[src/rtl/idecoder_pipe_if.sv]
// idecoder_pipe_if: fetch-side and execute-side handshake bundle of the decode stage.
interface idecoder_pipe_if #(
    parameter int XLEN = 32
);
    localparam int INST_WIDTH = 32;
    localparam int OPCODE_WIDTH = 7;
    localparam int INST_TYPE_WIDTH = 4;
    localparam int REG_WIDTH = 5;
    localparam int FUNCT_WIDTH = 5;
    logic in_valid;
    logic in_ready;
    logic [INST_WIDTH-1:0] inst;
    logic [XLEN-1:0] in_pc;
    logic out_valid;
    logic out_ready;
    logic [OPCODE_WIDTH-1:0] opcode;
    logic [XLEN-1:0] imm;
    logic [INST_TYPE_WIDTH-1:0] inst_type;
    logic [REG_WIDTH-1:0] rd;
    logic [REG_WIDTH-1:0] rs1;
    logic [REG_WIDTH-1:0] rs2;
    logic [FUNCT_WIDTH-1:0] funct;
    logic [XLEN-1:0] out_pc;
    logic illegal;
    modport slave (
        input in_valid, inst, in_pc, out_ready,
        output in_ready, out_valid, opcode, imm, inst_type, rd, rs1, rs2, funct, out_pc, illegal
    );
    modport master (
        output in_valid, inst, in_pc, out_ready,
        input in_ready, out_valid, opcode, imm, inst_type, rd, rs1, rs2, funct, out_pc, illegal
    );
endinterface

[src/rtl/idecoder_pipe.sv]
// idecoder_pipe: RV32I decoder feeding a DEPTH-entry FIFO toward execute.
// Define IDECODER_ILLEGAL_EN to flag unrecognised encodings on `illegal`.
module idecoder_pipe #(
    parameter int XLEN = 32,
    parameter int DEPTH = 2
) (
    input logic clk,
    input logic rst,
    input logic flush,
    idecoder_pipe_if.slave bus
);
    localparam int AW = $clog2(DEPTH);
    localparam int CW = AW + 1;
    localparam logic [6:0] OP_LUI = 7'b0110111;
    localparam logic [6:0] OP_AUIPC = 7'b0010111;
    localparam logic [6:0] OP_JAL = 7'b1101111;
    localparam logic [6:0] OP_JALR = 7'b1100111;
    localparam logic [6:0] OP_BRANCH = 7'b1100011;
    localparam logic [6:0] OP_LOAD = 7'b0000011;
    localparam logic [6:0] OP_STORE = 7'b0100011;
    localparam logic [6:0] OP_IMM = 7'b0010011;
    localparam logic [6:0] OP_REG = 7'b0110011;
    localparam logic [6:0] OP_FENCE = 7'b0001111;
    localparam logic [6:0] OP_SYSTEM = 7'b1110011;
    localparam logic [3:0] T_IMM = 4'd1;
    localparam logic [3:0] T_INT_IMM = 4'd2;
    localparam logic [3:0] T_INT_REG = 4'd3;
    localparam logic [3:0] T_BRANCH = 4'd4;
    localparam logic [3:0] T_AUIPC = 4'd5;
    localparam logic [3:0] T_JAL = 4'd6;
    localparam logic [3:0] T_JALR = 4'd7;
    localparam logic [3:0] T_LOAD = 4'd8;
    localparam logic [3:0] T_STORE = 4'd9;
    localparam logic [3:0] T_FENCE = 4'd10;
    localparam logic [3:0] T_SYSTEM = 4'd11;
    localparam logic [4:0] F_ADD = 5'd1;
    localparam logic [4:0] F_SUB = 5'd2;
    localparam logic [4:0] F_EQ = 5'd3;
    localparam logic [4:0] F_NE = 5'd4;
    localparam logic [4:0] F_LT = 5'd5;
    localparam logic [4:0] F_GE = 5'd6;
    localparam logic [4:0] F_LTU = 5'd7;
    localparam logic [4:0] F_GEU = 5'd8;
    localparam logic [4:0] F_AND = 5'd9;
    localparam logic [4:0] F_OR = 5'd10;
    localparam logic [4:0] F_XOR = 5'd11;
    localparam logic [4:0] F_SLL = 5'd12;
    localparam logic [4:0] F_SRL = 5'd13;
    localparam logic [4:0] F_SRA = 5'd14;
    localparam logic [4:0] F_SLT = 5'd15;
    localparam logic [4:0] F_SLTU = 5'd16;
    localparam logic [4:0] F_MEM_B = 5'd17;
    localparam logic [4:0] F_MEM_H = 5'd18;
    localparam logic [4:0] F_MEM_W = 5'd19;
    localparam logic [4:0] F_MEM_BU = 5'd20;
    localparam logic [4:0] F_MEM_HU = 5'd21;
    localparam logic [4:0] F_ECALL = 5'd22;
    localparam logic [4:0] F_EBREAK = 5'd23;

    typedef struct packed {
        logic [6:0] opcode;
        logic [3:0] inst_type;
        logic [4:0] rd;
        logic [4:0] rs1;
        logic [4:0] rs2;
        logic [4:0] funct;
        logic [XLEN-1:0] imm;
        logic [XLEN-1:0] pc;
        logic illegal;
    } entry_t;

    typedef enum logic [1:0] {EMPTY, PARTIAL, FULL} state_t;

    function automatic logic [4:0] alu_funct(input logic [2:0] f3, input logic alt);
        return f3 == 3'b000 ? (alt ? F_SUB : F_ADD) :
               f3 == 3'b001 ? F_SLL :
               f3 == 3'b010 ? F_SLT :
               f3 == 3'b011 ? F_SLTU :
               f3 == 3'b100 ? F_XOR :
               f3 == 3'b101 ? (alt ? F_SRA : F_SRL) :
               f3 == 3'b110 ? F_OR : F_AND;
    endfunction

    logic [6:0] op;
    logic [2:0] f3;
    logic [4:0] rd_f, rs1_f, rs2_f;
    logic signed [31:0] imm_i, imm_s, imm_b, imm_u, imm_j;
    entry_t dec, entry, head;
    entry_t mem [DEPTH];
    state_t state, state_next;
    logic [CW-1:0] count, count_next;
    logic [AW-1:0] rd_ptr, wr_ptr;
    logic valid, push, pop;

    assign op = bus.inst[6:0];
    assign f3 = bus.inst[14:12];
    assign rd_f = bus.inst[11:7];
    assign rs1_f = bus.inst[19:15];
    assign rs2_f = bus.inst[24:20];
    assign imm_i = {{20{bus.inst[31]}}, bus.inst[31:20]};
    assign imm_s = {{20{bus.inst[31]}}, bus.inst[31:25], bus.inst[11:7]};
    assign imm_b = {{20{bus.inst[31]}}, bus.inst[7], bus.inst[30:25], bus.inst[11:8], 1'b0};
    assign imm_u = {bus.inst[31:12], 12'b0};
    assign imm_j = {{12{bus.inst[31]}}, bus.inst[19:12], bus.inst[20], bus.inst[30:21], 1'b0};

    always_comb begin
        dec = '0;
        dec.opcode = op;
        dec.pc = bus.in_pc;
        case (op)
            OP_LUI, OP_AUIPC: begin
                dec.inst_type = op == OP_LUI ? T_IMM : T_AUIPC;
                dec.rd = rd_f;
                dec.imm = XLEN'(imm_u);
            end
            OP_JAL: begin
                dec.inst_type = T_JAL;
                dec.rd = rd_f;
                dec.imm = XLEN'(imm_j);
            end
            OP_JALR, OP_FENCE: begin
                dec.inst_type = op == OP_JALR ? T_JALR : T_FENCE;
                dec.rd = rd_f;
                dec.rs1 = rs1_f;
                dec.imm = XLEN'(imm_i);
            end
            OP_BRANCH: begin
                dec.inst_type = T_BRANCH;
                dec.rs1 = rs1_f;
                dec.rs2 = rs2_f;
                dec.imm = XLEN'(imm_b);
                dec.funct = f3 == 3'b000 ? F_EQ : f3 == 3'b001 ? F_NE : f3 == 3'b100 ? F_LT :
                            f3 == 3'b101 ? F_GE : f3 == 3'b110 ? F_LTU : f3 == 3'b111 ? F_GEU : 5'd0;
            end
            OP_LOAD: begin
                dec.inst_type = T_LOAD;
                dec.rd = rd_f;
                dec.rs1 = rs1_f;
                dec.imm = XLEN'(imm_i);
                dec.funct = f3 == 3'b000 ? F_MEM_B : f3 == 3'b001 ? F_MEM_H : f3 == 3'b010 ? F_MEM_W :
                            f3 == 3'b100 ? F_MEM_BU : f3 == 3'b101 ? F_MEM_HU : 5'd0;
            end
            OP_STORE: begin
                dec.inst_type = T_STORE;
                dec.rs1 = rs1_f;
                dec.rs2 = rs2_f;
                dec.imm = XLEN'(imm_s);
                dec.funct = f3 == 3'b000 ? F_MEM_B : f3 == 3'b001 ? F_MEM_H : f3 == 3'b010 ? F_MEM_W : 5'd0;
            end
            OP_IMM: begin
                dec.inst_type = T_INT_IMM;
                dec.rd = rd_f;
                dec.rs1 = rs1_f;
                dec.imm = XLEN'(imm_i);
                // only shifts read inst[30]; for ADDI it is an immediate bit, not SUB
                dec.funct = alu_funct(f3, f3 == 3'b101 && bus.inst[30]);
            end
            OP_REG: begin
                dec.inst_type = T_INT_REG;
                dec.rd = rd_f;
                dec.rs1 = rs1_f;
                dec.rs2 = rs2_f;
                dec.funct = alu_funct(f3, bus.inst[30]);
            end
            OP_SYSTEM: begin
                dec.inst_type = T_SYSTEM;
                dec.funct = bus.inst[20] ? F_EBREAK : F_ECALL;
            end
            default: dec.opcode = op;
        endcase
    end

`ifdef IDECODER_ILLEGAL_EN
    logic [6:0] f7;
    logic bad;
    assign f7 = bus.inst[31:25];
    always_comb begin
        bad = 1'b1;
        case (op)
            OP_LUI, OP_AUIPC, OP_JAL: bad = 1'b0;
            OP_JALR, OP_FENCE: bad = f3 != 3'b000;
            OP_BRANCH: bad = f3[2:1] == 2'b01;
            OP_LOAD: bad = f3 == 3'b011 || f3[2:1] == 2'b11;
            OP_STORE: bad = f3[2] || f3 == 3'b011;
            OP_IMM: bad = f3 == 3'b001 ? f7 != 7'b0 : f3 == 3'b101 ? (f7 & 7'b1011111) != 7'b0 : 1'b0;
            OP_REG: bad = !(f7 == 7'b0 || (f7 == 7'b0100000 && (f3 == 3'b000 || f3 == 3'b101)));
            OP_SYSTEM: bad = bus.inst != 32'h0000_0073 && bus.inst != 32'h0010_0073;
            default: bad = 1'b1;
        endcase
    end
    assign entry = bad ? entry_t'{opcode: op, pc: bus.in_pc, illegal: 1'b1, default: '0} : dec;
`else
    assign entry = dec;
`endif

    assign valid = state != EMPTY;
    assign bus.in_ready = state != FULL && !rst;
    assign push = bus.in_valid && bus.in_ready && !flush;
    assign pop = valid && bus.out_ready && !flush;

    always_comb begin
        count_next = count + CW'(push) - CW'(pop);
        state_next = flush || count_next == '0 ? EMPTY : count_next == CW'(DEPTH) ? FULL : PARTIAL;
    end

    always_ff @(posedge clk) begin
        if (rst || flush) begin
            state <= EMPTY;
            count <= '0;
            rd_ptr <= '0;
            wr_ptr <= '0;
        end else begin
            state <= state_next;
            count <= count_next;
            rd_ptr <= rd_ptr + AW'(pop);
            wr_ptr <= wr_ptr + AW'(push);
        end
    end

    always_ff @(posedge clk) begin
        if (push) mem[wr_ptr] <= entry;
    end

    assign head = valid ? mem[rd_ptr] : '0;
    assign bus.out_valid = valid;
    assign bus.opcode = head.opcode;
    assign bus.inst_type = head.inst_type;
    assign bus.rd = head.rd;
    assign bus.rs1 = head.rs1;
    assign bus.rs2 = head.rs2;
    assign bus.funct = head.funct;
    assign bus.imm = head.imm;
    assign bus.out_pc = head.pc;
    assign bus.illegal = head.illegal;
endmodule

[src/flat_wrapper.sv]
// flat-port wrapper written by rule: the top's interface ports become plain ports
module idecoder_pipe_flat 
#(
    parameter int XLEN = 32,
    parameter int DEPTH = 2
)
  (clk, rst, flush, bus_in_valid, bus_inst, bus_in_pc, bus_out_ready, bus_in_ready, bus_out_valid, bus_opcode, bus_imm, bus_inst_type, bus_rd, bus_rs1, bus_rs2, bus_funct, bus_out_pc, bus_illegal);
  idecoder_pipe_if #(.XLEN(XLEN)) bus_i ();
  input logic clk;
  input logic rst;
  input logic flush;
  input wire logic [$bits(bus_i.in_valid)-1:0] bus_in_valid;
  input wire logic [$bits(bus_i.inst)-1:0] bus_inst;
  input wire logic [$bits(bus_i.in_pc)-1:0] bus_in_pc;
  input wire logic [$bits(bus_i.out_ready)-1:0] bus_out_ready;
  output wire logic [$bits(bus_i.in_ready)-1:0] bus_in_ready;
  output wire logic [$bits(bus_i.out_valid)-1:0] bus_out_valid;
  output wire logic [$bits(bus_i.opcode)-1:0] bus_opcode;
  output wire logic [$bits(bus_i.imm)-1:0] bus_imm;
  output wire logic [$bits(bus_i.inst_type)-1:0] bus_inst_type;
  output wire logic [$bits(bus_i.rd)-1:0] bus_rd;
  output wire logic [$bits(bus_i.rs1)-1:0] bus_rs1;
  output wire logic [$bits(bus_i.rs2)-1:0] bus_rs2;
  output wire logic [$bits(bus_i.funct)-1:0] bus_funct;
  output wire logic [$bits(bus_i.out_pc)-1:0] bus_out_pc;
  output wire logic [$bits(bus_i.illegal)-1:0] bus_illegal;
  assign bus_i.in_valid = bus_in_valid;
  assign bus_i.inst = bus_inst;
  assign bus_i.in_pc = bus_in_pc;
  assign bus_i.out_ready = bus_out_ready;
  assign bus_in_ready = bus_i.in_ready;
  assign bus_out_valid = bus_i.out_valid;
  assign bus_opcode = bus_i.opcode;
  assign bus_imm = bus_i.imm;
  assign bus_inst_type = bus_i.inst_type;
  assign bus_rd = bus_i.rd;
  assign bus_rs1 = bus_i.rs1;
  assign bus_rs2 = bus_i.rs2;
  assign bus_funct = bus_i.funct;
  assign bus_out_pc = bus_i.out_pc;
  assign bus_illegal = bus_i.illegal;
  idecoder_pipe #(.XLEN(XLEN), .DEPTH(DEPTH)) u_core (.clk(clk), .rst(rst), .flush(flush), .bus(bus_i));
endmodule
[config.mk]
export PLATFORM = sky130hd
export DESIGN_NAME = idecoder_pipe_flat
export DESIGN_NICKNAME = d
export VERILOG_FILES = /design/src/rtl/idecoder_pipe_if.sv /design/src/rtl/idecoder_pipe.sv /design/src/flat_wrapper.sv
export SDC_FILE = /design/constraint.sdc
export NUM_CORES = 1
export LEC_CHECK = 0
export CAP_MARGIN = 20
export CELL_PAD_IN_SITES_DETAIL_PLACEMENT = 0
export CELL_PAD_IN_SITES_GLOBAL_PLACEMENT = 2
export CORE_MARGIN = 4
export CORE_UTILIZATION = 36
export DETAILED_ROUTE_END_ITERATION = 12
export PLACE_DENSITY_LB_ADDON = 0.1
export SETUP_SLACK_MARGIN = 0.4
export SLEW_MARGIN = 10
export SYNTH_ARGS = -nofsm -noshare
export SYNTH_HDL_FRONTEND = slang
export SYNTH_SLANG_ARGS = --single-unit
[constraint.sdc]
create_clock -name clk -period 4.87 [get_ports clk]
set_clock_uncertainty 0.2 [all_clocks]
set_input_delay 0.974 -clock clk [delete_from_list [all_inputs] [get_ports clk]]
set_output_delay 0.974 -clock clk [all_outputs]
set_load 0.02 [all_outputs]
## Word-level counts from Yosys, hierarchy flattened

Memory sizes are Yosys's and may differ from the RTL's. A register that Yosys moved wholly into a read port is not among the register bits.
Index checks and enable logic that the tools add are counted.

- Register bits after elaboration: 6
- RAM bits: 190
- Bits of input ports: 69
- Output and inout bits: 98
- Word-level logic and storage cells: 94
- Memories kept: 1

Memories:

| name | depth | width | read ports | clocked after Yosys merged registers in | write ports | RTL line | RTL |
|---|---|---|---|---|---|---|---|
| u_core.mem | 2 | 95 | 1 | 1 | 1 | idecoder_pipe.sv:89 | `entry_t mem [DEPTH];` |

- Add/sub/neg operators: 4
- Equal/unequal tests: 20
- Multiplexer cells: 45
- Reductions and logical operators: 20

Operators by type and width:

| cell | number |
|---|---|
| 32-bit case mux with 5 select lines | 1 |
| 5-bit 2-to-1 mux | 28 |
| 96-bit 2-to-1 mux | 1 |
| 4-bit case mux with 9 select lines | 1 |
| 5-bit case mux with 6 select lines | 1 |
| 7-bit == test, second input constant | 4 |
| 7-bit by 6-bit == test with 1-bit output, second input constant | 3 |
| 7-bit by 5-bit == test with 1-bit output, second input constant | 2 |
| 3-bit == test, second input constant | 4 |
| 2-bit 2-to-1 mux | 6 |
| 4-bit 2-to-1 mux | 2 |
| 8-bit OR reduction | 1 |
| 7-bit by 2-bit == test with 1-bit output, second input constant | 1 |
| 7-bit by 4-bit == test with 1-bit output, second input constant | 1 |
| 7-bit OR reduction | 1 |
| 3-bit by 2-bit == test with 1-bit output, second input constant | 2 |
| 1-bit logical AND | 6 |
| 2-bit OR reduction | 3 |
| 1-bit 2-to-1 mux | 4 |
| 4-bit OR reduction | 1 |
| 3-bit by 1-bit == test with 1-bit output, second input constant | 1 |
| 3-bit logical NOT | 1 |
| 3-bit 2-to-1 mux | 1 |
| 3-bit OR reduction | 1 |
| other kinds (9) | 12 |

## Logic depth before layout (Yosys ltp)

- Depth in word-level cells: 10
- Depth in mapped cells: 10
- Gate-level depth less buffers: 10

## Worst setup path before layout

No wires, ideal clock.

- Kind: input to register
- Start point: input port flush
- End point: memory u_core.mem[1][0] (netlist name), enable pin
- Library setup time: 0.465 ns
- Arrival: 3.563 ns
- Data required time: 4.205 ns
- Setup slack: 0.642 ns
- Stages on the path: 3
- Buffers on the path: 0
- Cell sequence: nor2_1 > and3_1 > ha_1

- Longest elaborated chain between the ends: 4

Ends and longest elaborated chain:

| item | RTL line | RTL |
|---|---|---|
| from (decl) | flat_wrapper.sv:11 | `input logic flush;` |
| 1-bit logical NOT | idecoder_pipe.sv:198 | `assign push = bus.in_valid && bus.in_ready && !flush;` |
| 1-bit logical AND | idecoder_pipe.sv:198 |  |
| 1-bit 2-to-1 mux | idecoder_pipe.sv:221 | `if (push) mem[wr_ptr] <= entry;` |
| 1-bit 2-to-1 mux (implied by the code) | idecoder_pipe.sv:221 |  |
| to (decl) | idecoder_pipe.sv:89 |  |

No other way between the ends.

==> impl_metrics.py <==
metrics = {
    "timing": {
        "maxSlewViolCount": 0,
        "worst_slack_ns": 1.03,
        "fin_crit_sh_pct": 78.9,
        "whs_ns": 0.449,
        "setup_tns_ns": 0,
        "fin_crit_ns": 3.84,
        "setup_viol": 0,
        "tightest_slew_ns": 0.992,
        "slew_headroom_pct": 33.8,
        "rsz0062_at_grt": "no",
        "final-hold-violation-count": 0,
        "max_freq_mhz": 260,
    },
    "synthesis": {
        "synthDominantCellAreaShare_pct": 66.8,
        "yosysSeqAreaShare_pct": 68.2,
        "syn_inst": 610,
        "synthTopCellsByCount": "190 x edfxtp_1, 108 x nor2_1, 97 x mux2i_1",
        "yosys_most_used_dff": "edfxtp_1",
        "synth_top_area_cell": "edfxtp_1",
        "synth_nets": 683,
        "synth.most_common_cell": "edfxtp_1",
        "ys_types": 61,
        "synthArstFlopShare_pct": 0,
        "netlist_area_mm2": 0.00854,
        "yosys_warnings": 0,
        "synth_edf_count": 190,
        "ys_ff_latch": 196,
        "avgSynthCellArea_um2": 14.0,
        "synth_area_leaders": "edfxtp_1 67%, mux2i_1 11%, nor2_1 4.7%, and2_1 1.5%, dfxtp_1 1.4%",
    },
    "global_route": {
        "grtUsageTotal_pct": 14.9,
        "antenna_found_initial": 0,
        "grt_max_degree": 55,
        "grt_pass1_vias": 5439,
        "grt_overflow": 0,
        "grt_pass1_wl_um": 30500,
    },
    "layout": {
        "fin_util_pct": 47.6,
        "layout.nets": 843,
        "diodes": 0,
        "area_delta_synth_final_pct": 30.5,
        "drive_gt1_share_pct": 7.79,
        "nFillCells": 2151,
    },
    "floorplanning": {
        "rows": 56,
        "die_h_um": 162,
        "io_pins": 167,
        "core_mm2": 0.0234,
        "initial_core_util_pct": 36.5,
        "dieArea_mm2": 0.0262,
        "die_x_um": 162,
    },
    "placed_design": {
        "port_buffers": 165,
        "gp_congestion": 0.791,
        "place_ws_ns": 1.29,
        "dp_hpwl_um": 13700,
    },
    "clocking": {
        "ctsResizeCount": 0,
        "clkSlewWorstSetupHoldPaths_ns": 0.07,
        "clock_sinks": 196,
        "cts_hold_buf": 0,
        "htree_levels": 4,
        "worstSkewPairLatency_ns": 0.41,
        "cts_made_buffers": 17,
        "tritoncts": "yes",
        "cts_setup_buffers": 0,
        "cts_root_buffer": "clkbuf_16",
        "clockBufferDepth": 2,
    },
    "power": {
        "switching_power_uw": 755,
        "seq_power_share_pct": 55.0,
        "netSwitchingFraction_pct": 22.2,
        "p_clk_share_pct": 38.3,
        "p_leak_nw": 3.56,
        "powerDensity_mw_per_mm2": 305,
        "combPwrFrac_pct": 6.7,
        "ir_drop_v": 0.000217,
        "power_mw": 3.40,
        "intPower_mw": 2.64,
    },
    "outcome": {
        "status": "complete, no violations",
    },
    "worst_setup_path": {
        "reg2reg_from": "u_core.state[0]",
        "worstPathArrival_ns": 2.67,
        "reg2reg_to": "u_core.state[1]",
        "cp.required_ns": 3.70,
        "endpoint_kind": "primary output",
        "r2r_slack_ns": 2.47,
        "reg2regPathDepth": 11,
        "cp-start-kind": "flop",
        "path_max_fanout": 54,
        "critical_path_class": "flop to primary output",
    },
    "routing": {
        "wl_per_cell_um": 17.8,
        "antenna_left": 0,
        "firstDrtPassIters": 4,
        "drtIter0Drc": 356,
        "route.vias.total": 5328,
        "drc": 0,
        "drt-vias-per-instance": 4.83,
        "wl_um": 19700,
    },
    "worst_hold_path": {
        "hp-class": "flop to flop",
        "min-delay-start": "u_core.wr_ptr",
        "whs_endpoint": "u_core.wr_ptr",
        "worstHoldPathCells": 3,
    },
    "job": {
        "cap_violations": 0,
    },
}
layout make-up:
cell class / instances / area, µm² / area share [%]
tap: 319 / 399 / 3.58
clock buffer: 19 / 433 / 3.89
inverter: 15 / 56.3 / 0.505
clock inverter: 13 / 120 / 1.08
multi-input combinational: 360 / 2500 / 22.5
timing repair buffer: 180 / 1800 / 16.2
sequential: 196 / 5830 / 52.3
metrics by stage:
stage / instance area, µm² / std cells
floorplan: 8540 / 610
global placement: 10600 / 1070
detailed placement: 10600 / 1070
CTS: 11100 / 1102
global route: 11100 / 1102
finish: 11100 / 1102
power groups by stage:
stage | clock network (mW) | registers [mW] | logic, mW
global route | 1.41 | 1.87 | 0.248
detailed placement | 0 | 1.91 | 0.229
global placement | 0 | 1.90 | 0.228
CTS | 1.35 | 1.87 | 0.230
finish | 1.30 | 1.87 | 0.228
floorplan | 0 | 1.91 | 0.108
placed cells by master, fill, tap and decap left out, drive strengths merged, types with 5 or more instances in the layout:
cell type | Yosys | final
clkinv | 0 | 8
a21oi | 15 | 15
nor3b | 7 | 7
inv | 15 | 20
clkbuf | 13 | 19
o21ai | 20 | 20
nand2 | 7 | 7
and2 | 20 | 20
and3 | 5 | 5
dfxtp | 6 | 6
nor3 | 7 | 7
edfxtp | 190 | 190
nor2 | 108 | 108
clkdlybuf4s50 | 0 | 165
buf | 26 | 15
mux2i | 97 | 97
a21o | 11 | 11
kinds of logic after synthesis:
group / count (synthesis) / share of synthesized area [%]
AO/OA/AOI/OAI: 73 / 5.79
XOR/XNOR: 4 / 0.410
adder cells (fa/ha/maj): 4 / 0.586
buffers and inverters: 54 / 2.87
flip-flops: 196 / 68.2
multiplexers: 98 / 11.5
other: 1 / 0.0439
AND/OR/NAND/NOR: 180 / 10.6
worst max-delay path, cell delays in order (launching register included):
cell and delay, ns:
dfxtp_4 1.00, buf_4 0.36, mux2i_1 0.22, nor2_1 0.07, clkdlybuf4s50_1 0.55
per-layer routing:
| layer | track usage [%] | wire length (µm) |
|---|---|---|
| met2 | 23.9 | 9390 |
| met5 | 0 | 0 |
| met1 | 20.6 | 9230 |
| met3 | 3.32 | 861 |
| met4 | 4.11 | 180 |
registers in the layout (all words and copies together) (netlist names):
signal / count
u_core.mem: 190
u_core.wr_ptr: 1
u_core.state: 2
u_core.count: 2
u_core.rd_ptr: 1
how the worst max path moves through the flow:
stage	to	cells past startpoint	slack (ns)	startpoint
5_1_grt	bus_rs2[4]	4	0.88	u_core.rd_ptr
6_report	bus_imm[27]	4	1.03	u_core.rd_ptr
3_5_place_dp	u_core.mem[0][46]	6	1.29	bus_inst[5]
4_1_cts	bus_rs2[4]	4	0.99	u_core.rd_ptr
3_3_place_gp	u_core.mem[0][44]	6	1.30	bus_inst[5]
2_1_floorplan	u_core.mem[1][0]	3	0.64	flush
No activity file was read; power rests on OpenSTA's default activity.
